===== config.mk =====
export PLATFORM = sky130hd
export DESIGN_NAME = mpu_input_debounce
export DESIGN_NICKNAME = d
export VERILOG_FILES = /design/src/rtl/mpu_input_debounce.sv
export SDC_FILE = /design/constraint.sdc
export NUM_CORES = 1
export LEC_CHECK = 0
export ABC_CLOCK_PERIOD_IN_PS = 2450
export CAP_MARGIN = 10
export CELL_PAD_IN_SITES_DETAIL_PLACEMENT = 0
export CELL_PAD_IN_SITES_GLOBAL_PLACEMENT = 2
export CORE_MARGIN = 2
export CORE_UTILIZATION = 40
export CTS_CLUSTER_DIAMETER = 30
export DETAILED_ROUTE_END_ITERATION = 12
export PLACE_DENSITY_LB_ADDON = 0.1
export SLEW_MARGIN = 0
export SYNTH_ARGS = -nofsm -noshare
export SYNTH_HDL_FRONTEND = slang
export SYNTH_SLANG_ARGS = --single-unit

===== constraint.sdc =====
create_clock -name clk -period 2.45 [get_ports clk]
set_input_delay 0.6125 -clock clk [delete_from_list [all_inputs] [get_ports clk]]
set_output_delay 0.6125 -clock clk [all_outputs]
set_load 0.03 [all_outputs]

===== src/rtl/mpu_input_debounce.sv =====
// mpu_input_debounce
//   Front-panel conditioning for the MPU clock divider. Synchronises and
//   debounces the run/stop switch and the single-step pushbutton, producing
//   a debounced run level, a debounced step level, and a one-clock step pulse
//   per accepted press. With REPEAT_EN set, a held step button also produces
//   a pulse stream: the first repeat comes HOLD_CYCLES after acceptance, and
//   later ones come every REPEAT_CYCLES.
// Ports:
//   clk          in   system clock, all state on rising edge
//   rst          in   asynchronous active-high reset
//   sw_run_raw   in   raw run/stop switch (asynchronous)
//   btn_step_raw in   raw step pushbutton (asynchronous)
//   clk_en       out  debounced run level
//   step_press   out  one-clock pulse per accepted press / repeat
//   step_held    out  debounced step level

// Per-channel optional inversion, 2-flop synchroniser and debounce counter.
// rise_o/fall_o flag the edge on which level_o is about to change, so the
// caller can act in the same clock that the level updates.
module mpu_input_debounce_chan #(
  parameter int unsigned DEBOUNCE_CYCLES = 500000,
  parameter bit          INVERT          = 1'b0
) (
  input  logic clk,
  input  logic rst,
  input  logic raw_i,
  output logic level_o,
  output logic rise_o,
  output logic fall_o
);
  localparam int unsigned CNT_W = $clog2(DEBOUNCE_CYCLES) + 1;
  localparam logic [CNT_W-1:0] CNT_LAST = CNT_W'(DEBOUNCE_CYCLES - 1);

  logic             sync1_q, sync2_q;
  logic             stable_q, stable_d;
  logic [CNT_W-1:0] cnt_q, cnt_d;
  logic             accept;

  always_ff @(posedge clk or posedge rst) begin
    if (rst) begin
      sync1_q  <= 1'b0;
      sync2_q  <= 1'b0;
      stable_q <= 1'b0;
      cnt_q    <= '0;
    end else begin
      sync1_q  <= raw_i ^ INVERT;
      sync2_q  <= sync1_q;
      stable_q <= stable_d;
      cnt_q    <= cnt_d;
    end
  end

  always_comb begin
    stable_d = stable_q;
    cnt_d    = cnt_q;
    accept   = 1'b0;
    if (sync2_q == stable_q) begin
      cnt_d = '0;
    end else if (cnt_q == CNT_LAST) begin
      stable_d = sync2_q;
      cnt_d    = '0;
      accept   = 1'b1;
    end else begin
      cnt_d = cnt_q + 1'b1;
    end
  end

  assign level_o = stable_q;
  assign rise_o  = accept & sync2_q;
  assign fall_o  = accept & ~sync2_q;
endmodule

module mpu_input_debounce #(
  parameter int unsigned DEBOUNCE_CYCLES = 500000,
  parameter int unsigned REPEAT_EN       = 0,
  parameter int unsigned HOLD_CYCLES     = 25000000,
  parameter int unsigned REPEAT_CYCLES   = 5000000,
  parameter int unsigned ACTIVE_LOW      = 0
) (
  input  logic clk,
  input  logic rst,
  input  logic sw_run_raw,
  input  logic btn_step_raw,
  output logic clk_en,
  output logic step_press,
  output logic step_held
);
  localparam int unsigned RMAX   = (HOLD_CYCLES > REPEAT_CYCLES) ? HOLD_CYCLES : REPEAT_CYCLES;
  localparam int unsigned RCNT_W = $clog2(RMAX) + 1;
  localparam logic [RCNT_W-1:0] HOLD_LAST = RCNT_W'(HOLD_CYCLES - 1);
  localparam logic [RCNT_W-1:0] REP_LAST  = RCNT_W'(REPEAT_CYCLES - 1);
  localparam bit INV     = (ACTIVE_LOW != 0);
  localparam bit REP_ON  = (REPEAT_EN != 0);

  typedef enum logic [1:0] {S_IDLE, S_HOLD, S_REPEAT} state_e;

  state_e              state_q, state_d;
  logic [RCNT_W-1:0]   rcnt_q, rcnt_d;
  logic                step_press_q, step_press_d;
  logic                rep_pulse;
  logic                run_rise, run_fall;
  logic                step_rise, step_fall;

  mpu_input_debounce_chan #(
    .DEBOUNCE_CYCLES(DEBOUNCE_CYCLES),
    .INVERT         (INV)
  ) u_run (
    .clk    (clk),
    .rst    (rst),
    .raw_i  (sw_run_raw),
    .level_o(clk_en),
    .rise_o (run_rise),
    .fall_o (run_fall)
  );

  mpu_input_debounce_chan #(
    .DEBOUNCE_CYCLES(DEBOUNCE_CYCLES),
    .INVERT         (INV)
  ) u_step (
    .clk    (clk),
    .rst    (rst),
    .raw_i  (btn_step_raw),
    .level_o(step_held),
    .rise_o (step_rise),
    .fall_o (step_fall)
  );

  always_ff @(posedge clk or posedge rst) begin
    if (rst) begin
      state_q      <= S_IDLE;
      rcnt_q       <= '0;
      step_press_q <= 1'b0;
    end else begin
      state_q      <= state_d;
      rcnt_q       <= rcnt_d;
      step_press_q <= step_press_d;
    end
  end

  always_comb begin
    state_d   = state_q;
    rcnt_d    = rcnt_q;
    rep_pulse = 1'b0;
    case (state_q)
      S_IDLE: begin
        rcnt_d = '0;
        if (step_rise && REP_ON) state_d = S_HOLD;
      end
      S_HOLD: begin
        if (rcnt_q == HOLD_LAST) begin
          rep_pulse = 1'b1;
          rcnt_d    = '0;
          state_d   = S_REPEAT;
        end else begin
          rcnt_d = rcnt_q + 1'b1;
        end
      end
      S_REPEAT: begin
        if (rcnt_q == REP_LAST) begin
          rep_pulse = 1'b1;
          rcnt_d    = '0;
        end else begin
          rcnt_d = rcnt_q + 1'b1;
        end
      end
      default: begin
        state_d = S_IDLE;
        rcnt_d  = '0;
      end
    endcase
    // Release wins over any repeat pulse due on the same clock.
    if (step_fall) begin
      state_d   = S_IDLE;
      rcnt_d    = '0;
      rep_pulse = 1'b0;
    end
    // Masking against the previous pulse keeps step_press from ever being
    // high on two consecutive clocks, even with degenerate HOLD_CYCLES.
    step_press_d = step_rise | (rep_pulse & ~step_press_q);
  end

  assign step_press = step_press_q;

  // Run-channel edge flags are not needed beyond the level itself.
  logic unused_run;
  assign unused_run = run_rise ^ run_fall;
endmodule


[Yosys cells after proc, flatten, opt, wreduce, memory -nomap -nowiden]
Cells that the tools add are included.
Storage, ports and cells
  register bits after elaboration: 75
  bits in latches: 0
  memory bits (writable): 0
  ROM bits: 0
  bits of input ports: 4
  output and inout bits: 3
  word-level logic and storage cells: 54
  memories kept: 0
Cells by class
  $add $sub $neg: 3
  $mul: 0
  div/mod/pow operators: 0
  magnitude comparators: 0
  equality and inequality tests: 10
  shifts and indexed selects: 0
  multiplexer cells: 17
  bitwise operators: 8
  reductions and logical operators: 5
Operators by type and width (count)
  2-to-1 mux 20 bit: 4
  2-to-1 mux 26 bit: 3
  one-hot mux 26 bit (2 select lines): 1
  adder 20 x 1 -> 20 bit (second input constant): 2
  equality test 20 x 19 -> 1 bit (second input constant): 2
  adder 26 x 1 -> 26 bit (second input constant): 1
  equality test 26 x 23 -> 1 bit (second input constant): 1
  equality test 26 x 25 -> 1 bit (second input constant): 1
  AND reduction 2 bit: 3
  2-to-1 mux 1 bit: 5
  2-to-1 mux 2 bit: 2
  inverter 1 bit: 4
  one-hot mux 2 bit (2 select lines): 1
  bitwise AND 1 bit: 3
  inequality test 3 bit (second input constant): 1
  equality test 1 bit: 2
  equality test 2 x 1 -> 1 bit (second input constant): 1
  equality test 2 bit (second input constant): 1
  logical NOT 2 bit: 1
  inequality test 2 x 1 -> 1 bit (second input constant): 1
  one-hot mux 1 bit (2 select lines): 1
  OR reduction 2 bit: 1
  OR 1 bit: 1

[Logic depth before layout (Yosys ltp)]
Gate-level depths: netlist (run 1).
  word-level depth: 7
  mapped depth: 7
  mapped depth without buffers: 5

[Modules after synthesis]
From an unflattened synthesis (run 1), not the netlist that was laid out.
Unflattened totals
  cell total of the unflattened synthesis: 230
  area, all modules: 2463.6 um^2
By module, submodules not included
  mpu_input_debounce_chan: instances 2, cells each 114, area each 1217.4 um^2, seq. area each 575.6 um^2
  mpu_input_debounce: instances 1, cells each 2, area each 28.8 um^2, seq. area each 25.0 um^2

[Worst setup path before layout (run 1)]
OpenSTA, ideal clock, no wires.
  path type: register -> register
  from: register u_run.cnt_q[13]
  to: register u_run.stable_q, in the netlist u_run.level_o
  setup time: 125 ps
  arrival: 1809 ps
  data required time: 2325 ps
  slack: 516 ps
  cell stages (with the launch flop): 5
  clock period less this slack: 1934 ps
  cells stage by stage: dfrtp_1 -> inv_2 -> or4_4 -> or4_4 -> mux2_4
Between the ends
  word-level cells in the longest chain between the ends: 2
RTL lines
  start: declaration: RTL line 36  | logic [CNT_W-1:0] cnt_q, cnt_d;
  start signal: assignment: RTL line 49  | cnt_q <= cnt_d;
  equality test 20 x 19 -> 1 bit: RTL line 59  | end else if (cnt_q == CNT_LAST) begin
  AND reduction 2 bit (no source line)
  end signal: assignment: RTL line 48  | stable_q <= stable_d;
  end: declaration: RTL line 35  | logic stable_q, stable_d;
Every way passes these cells.
A chain may end at the register's enable or synchronous reset.

[Worst setup path in the final report (run 1)]
  from: register u_run.cnt_q[0]
  to: register u_run.stable_q, in the netlist u_run.level_o
The elaborated chain is that of the path after synthesis.

==> metrics, run 1 <==
clock slew at reported path FFs 90 ps; Hold Vio Cnt, Final 0; setup slack after layout 378 ps; Synth-to-Final Area Change 10.6%; Area contributors post-synth dfrtp_1 (52%), xnor2_1 (8.6%), nor2_1 (5.7%); overall die height 79.0 um; gpl congestion 0.770; Wirelength per Cell 13.4 um; dpl hpwl 2900 um; post-route ant nets 0; net switching power 0.000306 W; Reg power frac 0.607; leakage power 0.962 nW; Final Max Tran Viols 0; fill count 536; YS warnings 0; number of vias per cell 5.33; 1st-iter DRT viols 74; FP Rows 27; Place WS 370 ps; first drt pass iteration count 4; startpoint types flop; RR Endpoint u_run.level_o$_DFFE_PP0P_; crit path launch u_run.cnt_q[0]$_DFF_PP0_; Post-Route Skew 8.22 ps; first-pass GRT wire length 7320 um; worst-margin pin slew 516 ps; drt total wl 4100 um; internal cell power 0.00101 W; Unique masters post-synth 35; most frequent cells in the layout dfrtp_1 (47), nor2_1 (34), xnor2_1 (22); Util after Layout 0.455; Setup violations, final 0; Post-Layout Cell Count 305; Synth top area share 0.523; Crit Path Max Fanout 8; RR Startpoint u_run.cnt_q[0]$_DFF_PP0_; Final min period 2070 ps; initial antenna violation count 0; syn avg cell area 10.1 sq um; clock share of power 0.352; gr usage total 0.149; Critical Path RT 2640 ps; vias in the first global route 1587; commonest non-fill, non-tap cell in the layout dfrtp_1; IO Pins 7; Critical Path AT 2260 ps; worst skew pair latency 300 ps; largest net degree at the start of global routing 48; CP Capture Point u_run.level_o$_DFFE_PP0P_; layout cells sized above 1 0.0944; Worst path max stage delay 660 ps; R2R depth 4; Syn Inst Count 223; via count 1625; Initial Util 0.411; Worst Hold Slack 358 ps; Seq cells post-synth 47; GRT overflow 0; CTS Buffer Depth 2; Min-Delay Path Class reg2reg; setup bufs post-CTS 0; Mapped Area 2250 sq um; DIE WIDTH 79.0 um; H-tree levels 2; TritonCTS Buffers 5; Die ar. 6240 sq um; CP max-delay cell or4_4; VDD IR-drop max 0.259 mV; critical path class reg2reg; sw frac 0.233; HP Start u_run.sync1_q$_DFF_PP0_; Crit. End Element flop; Yosys top cell by area dfrtp_1; flop-to-flop setup slack 380 ps; Peak Freq 483 MHz; status complete, no violations; Pwr Density 528 nW/um^2; hold_buf cts 0; Post-layout nets 238; RSZ-0062 raised after global routing false; # diodes 0; CTS resizes 0; Final period util 0.846; DRC violations left 0; TritonCTS clock tree done; biggest regs u_run.cnt_q (20), u_step.cnt_q (20); sequential share of the synthesized area 0.523; Port Buffers 6; Max-cap violations 0; CP cell instances ha_1 > nand4_1 > or4_4 > mux2_4; clock sinks 47; core area 5470 sq um; post-placement cell count 297; Root Driver clkbuf_8; setup TNS 0 ps; Slew headroom 0.651; Syn Nets 229; combinational share of power 0.042
## cell type report
type | count | area (sq um) | area share
flip-flops and latches | 47 | 1180 | 0.473
multi-input cells | 160 | 1010 | 0.404
repair buffers | 9 | 95.1 | 0.0382
well taps | 72 | 90.1 | 0.0362
clock buffers | 5 | 68.8 | 0.0277
inverters | 9 | 33.8 | 0.0136
clock inverters | 3 | 18.8 | 0.00754
## worst min path at each step
stage / depth (start not counted) / to
2_1_floorplan: 0 / u_run.sync2_q$_DFF_PP0_
3_3_place_gp: 0 / u_run.sync2_q$_DFF_PP0_
3_5_place_dp: 0 / u_run.sync2_q$_DFF_PP0_
4_1_cts: 0 / u_run.sync2_q$_DFF_PP0_
5_1_grt: 0 / u_run.sync2_q$_DFF_PP0_
6_report: 0 / u_run.sync2_q$_DFF_PP0_
## power groups by stage
stage / clock, W / sequential [W] / combinational, W
after floorplan: 0 / 0.000809 / 0.0000391
after global placement: 0 / 0.000812 / 0.0000561
after detailed placement: 0 / 0.000813 / 0.0000570
after CTS: 0.000483 / 0.000797 / 0.0000570
after global routing: 0.000522 / 0.000800 / 0.0000625
final: 0.000462 / 0.000797 / 0.0000546
## metrics by stage
| step | total power, W | area, sq um |
|---|---|---|
| after global placement | 0.000868 | 2400 |
| after CTS | 0.00134 | 2490 |
| after global routing | 0.00138 | 2490 |
| after floorplan | 0.000848 | 2250 |
| after detailed placement | 0.000870 | 2400 |
| final | 0.00131 | 2490 |
## routing by layer
layer  share of wire  routed length, um  vias up  track usage
met2            0.47               1920       29        0.231
met3           0.037                152        7       0.0307
met1            0.48               1970      794        0.206
met4           0.014                 57        0       0.0586
met5               0                  0        -            0
li1                -                  -      795            -
## synth_stat cells
master     n
dfrtp_1   47
nor2_1    34
xnor2_1   22
nand2_1   13
nand3_1   13
a21oi_1    9
nor4_1     9
inv_1      8
nand4_1    7
nor3_1     7
or3_1      7
xor2_1     7
or4_1      6
o21ai_0    5
o31ai_1    4
buf_2      2
clkbuf_1   2
ha_1       2
nor4b_1    2
or4_4      2
a31o_2     1
and2_1     1
and3_2     1
and4_1     1
buf_1      1
buf_4      1
clkbuf_2   1
inv_2      1
mux2_2     1
mux2_4     1
nand3_2    1
nand4_2    1
nor3b_1    1
o41ai_4    1
or2_2      1
## kinds of logic (layout without fill, tap and decap cells)
logic type,after synthesis,after routing,synth area share
buffers and inverters,16,26,0.0300
XOR/XNOR,29,29,0.113
multiplexers,2,2,0.0117
AND/OR/NAND/NOR,107,107,0.251
AO/OA/AOI/OAI,20,20,0.0606
adder cells (fa/ha/maj),2,2,0.0111
flip-flops,47,47,0.523
## critical path: cells and delay by family, from the launching register on
kind,cells,cell delay (ps)
fa+ha+maj,1,250
mux,1,310
simple gates,2,1010
flops,1,400
Note: power is estimated with default switching activity, not from simulation.
==> run 2, diff against run 1 <==
--- a/config.mk
+++ b/config.mk
@@ -5,7 +5,7 @@
 export SDC_FILE = /design/constraint.sdc
 export NUM_CORES = 1
 export LEC_CHECK = 0
-export ABC_CLOCK_PERIOD_IN_PS = 2450
+export ABC_CLOCK_PERIOD_IN_PS = 2000
 export CAP_MARGIN = 10
 export CELL_PAD_IN_SITES_DETAIL_PLACEMENT = 0
 export CELL_PAD_IN_SITES_GLOBAL_PLACEMENT = 2
==> constraint.sdc (replaced) <==
create_clock -name clk -period 2 [get_ports clk]
set_input_delay 0.5 -clock clk [delete_from_list [all_inputs] [get_ports clk]]
set_output_delay 0.5 -clock clk [all_outputs]
set_load 0.03 [all_outputs]
==> metrics, run 2 (same netlist as run 1, synthesis figures left out) <==
status complete, no violations; first drt pass iteration count 4 (unchanged); Crit. End Element flop; DRC violations left 0 (unchanged); VDD IR-drop max 0.273 mV (+5.4%); clock slew at reported path FFs 100 ps (about the same); GRT overflow 0 (unchanged); Die ar. 6240 sq um (unchanged); post-placement cell count 308 (+3.7%); Final Max Tran Viols 0 (unchanged); Worst Hold Slack 361 ps (+2.93 ps); gpl congestion 0.781 (+1.4%); Post-layout nets 249 (+4.6%); gr usage total 0.156 (+0.00696); first-pass GRT wire length 7710 um (+5.3%); Hold Vio Cnt, Final 0 (unchanged); Post-Route Skew 14.2 ps (+5.97 ps); # diodes 0 (unchanged); TritonCTS clock tree done; worst hold stages 0 (unchanged); Pwr Density 624 nW/um^2 (+18%); R2R depth 4 (unchanged); Port Buffers 6 (unchanged); Root Driver clkbuf_8; CP max-delay cell or4_4; Pwr Total 0.00163 W (+24%); leakage power 1.01 nW (+4.8%); Synth-to-Final Area Change 15.8%; startpoint types flop; Critical Path RT 2200 ps (-440 ps); post-route ant nets 0 (unchanged); 1st-iter DRT viols 89 (+20%); biggest regs u_run.cnt_q (20), u_step.cnt_q (20); fill count 520 (-3.0%); dpl hpwl 2970 um (+2.6%); Worst Path Buf+Inv 1 (+1); via count 1643 (+1.1%); clock sinks 47 (unchanged); Initial Util 0.411 (unchanged); vias in the first global route 1691 (+6.6%); Slew headroom 0.690 (+0.0385); H-tree levels 2 (unchanged); Levels on crit path 4 (unchanged); Top cell by count, worst path or4_4; overall die height 79.0 um (unchanged); worst-margin pin slew 461 ps (-54.7 ps); CTS Buffer Depth 2 (unchanged); initial antenna violation count 0 (unchanged); Wirelength per Cell 13.2 um (-2.1%); FP Rows 27 (unchanged); most frequent cells in the layout dfrtp_1 (47), nor2_1 (34), xnor2_1 (22); Min-Delay Path Class reg2reg; IO Pins 7 (unchanged); met3 wire len 126 um (-17%); Critical Path AT 2120 ps (-140 ps); TritonCTS Buffers 5 (unchanged); RSZ-0062 raised after global routing false; top layer in use met4; Setup violations, final 0 (unchanged); Max-cap violations 0 (unchanged); largest net degree at the start of global routing 48 (unchanged); commonest non-fill, non-tap cell in the layout dfrtp_1; layout cells sized above 1 0.156 (+0.0613); Peak Freq 521 MHz (+7.9%); critical path class reg2reg; Final min period 1920 ps (-153 ps); Design Area, Final 2610 sq um (+4.7%); Worst path max stage delay 550 ps (-110 ps); WL met1 2010 um (+2.1%); setup TNS 0 ps (unchanged); drt total wl 4160 um (+1.4%); DIE WIDTH 79.0 um (unchanged); DR WL met2 1970 um (+2.9%); worst skew pair latency 300 ps (about the same); CP cell instances inv_2 > or4_4 > or4_4 > mux2_4; Crit Path Max Fanout 2 (-6); Final period util 0.960 (+0.114); dpl cell area 2480 sq um (+3.4%); largest delay contributor family on the critical path simple AND/OR/NAND/NOR gates; core area 5470 sq um (unchanged); Post-Layout Cell Count 316 (+3.6%); number of vias per cell 5.20 (-2.4%)
-- run 2: timing repair --
| item | CTS | global route |
|---|---|---|
| hold endpoints to repair | 0 | 0 |
| resized for setup | 0 | 6 |
| buffers inserted | 0 | 0 |
| setup endpoints to repair | 0 | 19 |
| hold buffers | 0 | 0 |
-- run 2: layout make-up --
type	instances	area, sq um	share of cell area
Multi-Input combinational cell	160	1030	0.397
Tap cell	72	90.1	0.0346
Clock buffer	5	68.8	0.0264
Timing Repair Buffer	20	178	0.0682
Sequential cell	47	1180	0.451
Clock inverter	3	23.8	0.00913
Inverter	9	33.8	0.0130
-- run 2: power by group --
group          internal, W  total (W)  switching (W)
logic            0.0000273  0.0000689      0.0000416
registers         0.000963   0.000977      0.0000140
clock network     0.000250   0.000580       0.000330
-- run 2: worst reg2reg max path, delay by kind of cell (launching register included) --
kind          cells  cell delay (ps)
buf+inv           1               50
flops             1              380
mux               1              300
simple gates      2             1090
-- run 2: path summary, 6_finish.rpt --
check                                          start                        end  slack, ps
hold / removal              u_step.sync1_q$_DFF_PP0_   u_step.sync2_q$_DFF_PP0_        360
min in group asynchronous                        rst  u_run.level_o$_DFFE_PP0P_        530
max in group asynchronous                        rst  u_run.cnt_q[17]$_DFF_PP0_       1240
setup / recovery           u_run.cnt_q[13]$_DFF_PP0_  u_run.level_o$_DFFE_PP0P_         80
hold reg to reg             u_step.sync1_q$_DFF_PP0_   u_step.sync2_q$_DFF_PP0_        360
setup reg to reg           u_run.cnt_q[13]$_DFF_PP0_  u_run.level_o$_DFFE_PP0P_         80
-- run 2: metrics by stage --
step	worst slack, ps	util
finish	80.9	0.476
global route	3.30	0.476
floorplan	65.9	-
global placement	110	0.454
CTS	58.4	0.471
detailed placement	71.6	0.454
-- run 2: layer usage --
metal / track usage / vias to the layer above
met2: 0.256 / 22
met4: 0.0569 / 0
li1: - / 827
met1: 0.200 / 790
met3: 0.0386 / 4
met5: 0 / -
==> run 3, diff against run 2 <==
--- a/config.mk
+++ b/config.mk
@@ -14,6 +14,7 @@
 export CTS_CLUSTER_DIAMETER = 30
 export DETAILED_ROUTE_END_ITERATION = 12
 export PLACE_DENSITY_LB_ADDON = 0.1
+export SKIP_LAST_GASP = 1
 export SLEW_MARGIN = 0
 export SYNTH_ARGS = -nofsm -noshare
 export SYNTH_HDL_FRONTEND = slang
==> results of run 3 <==
No change in the layout: final DEF, timing and power equal those of run 2.
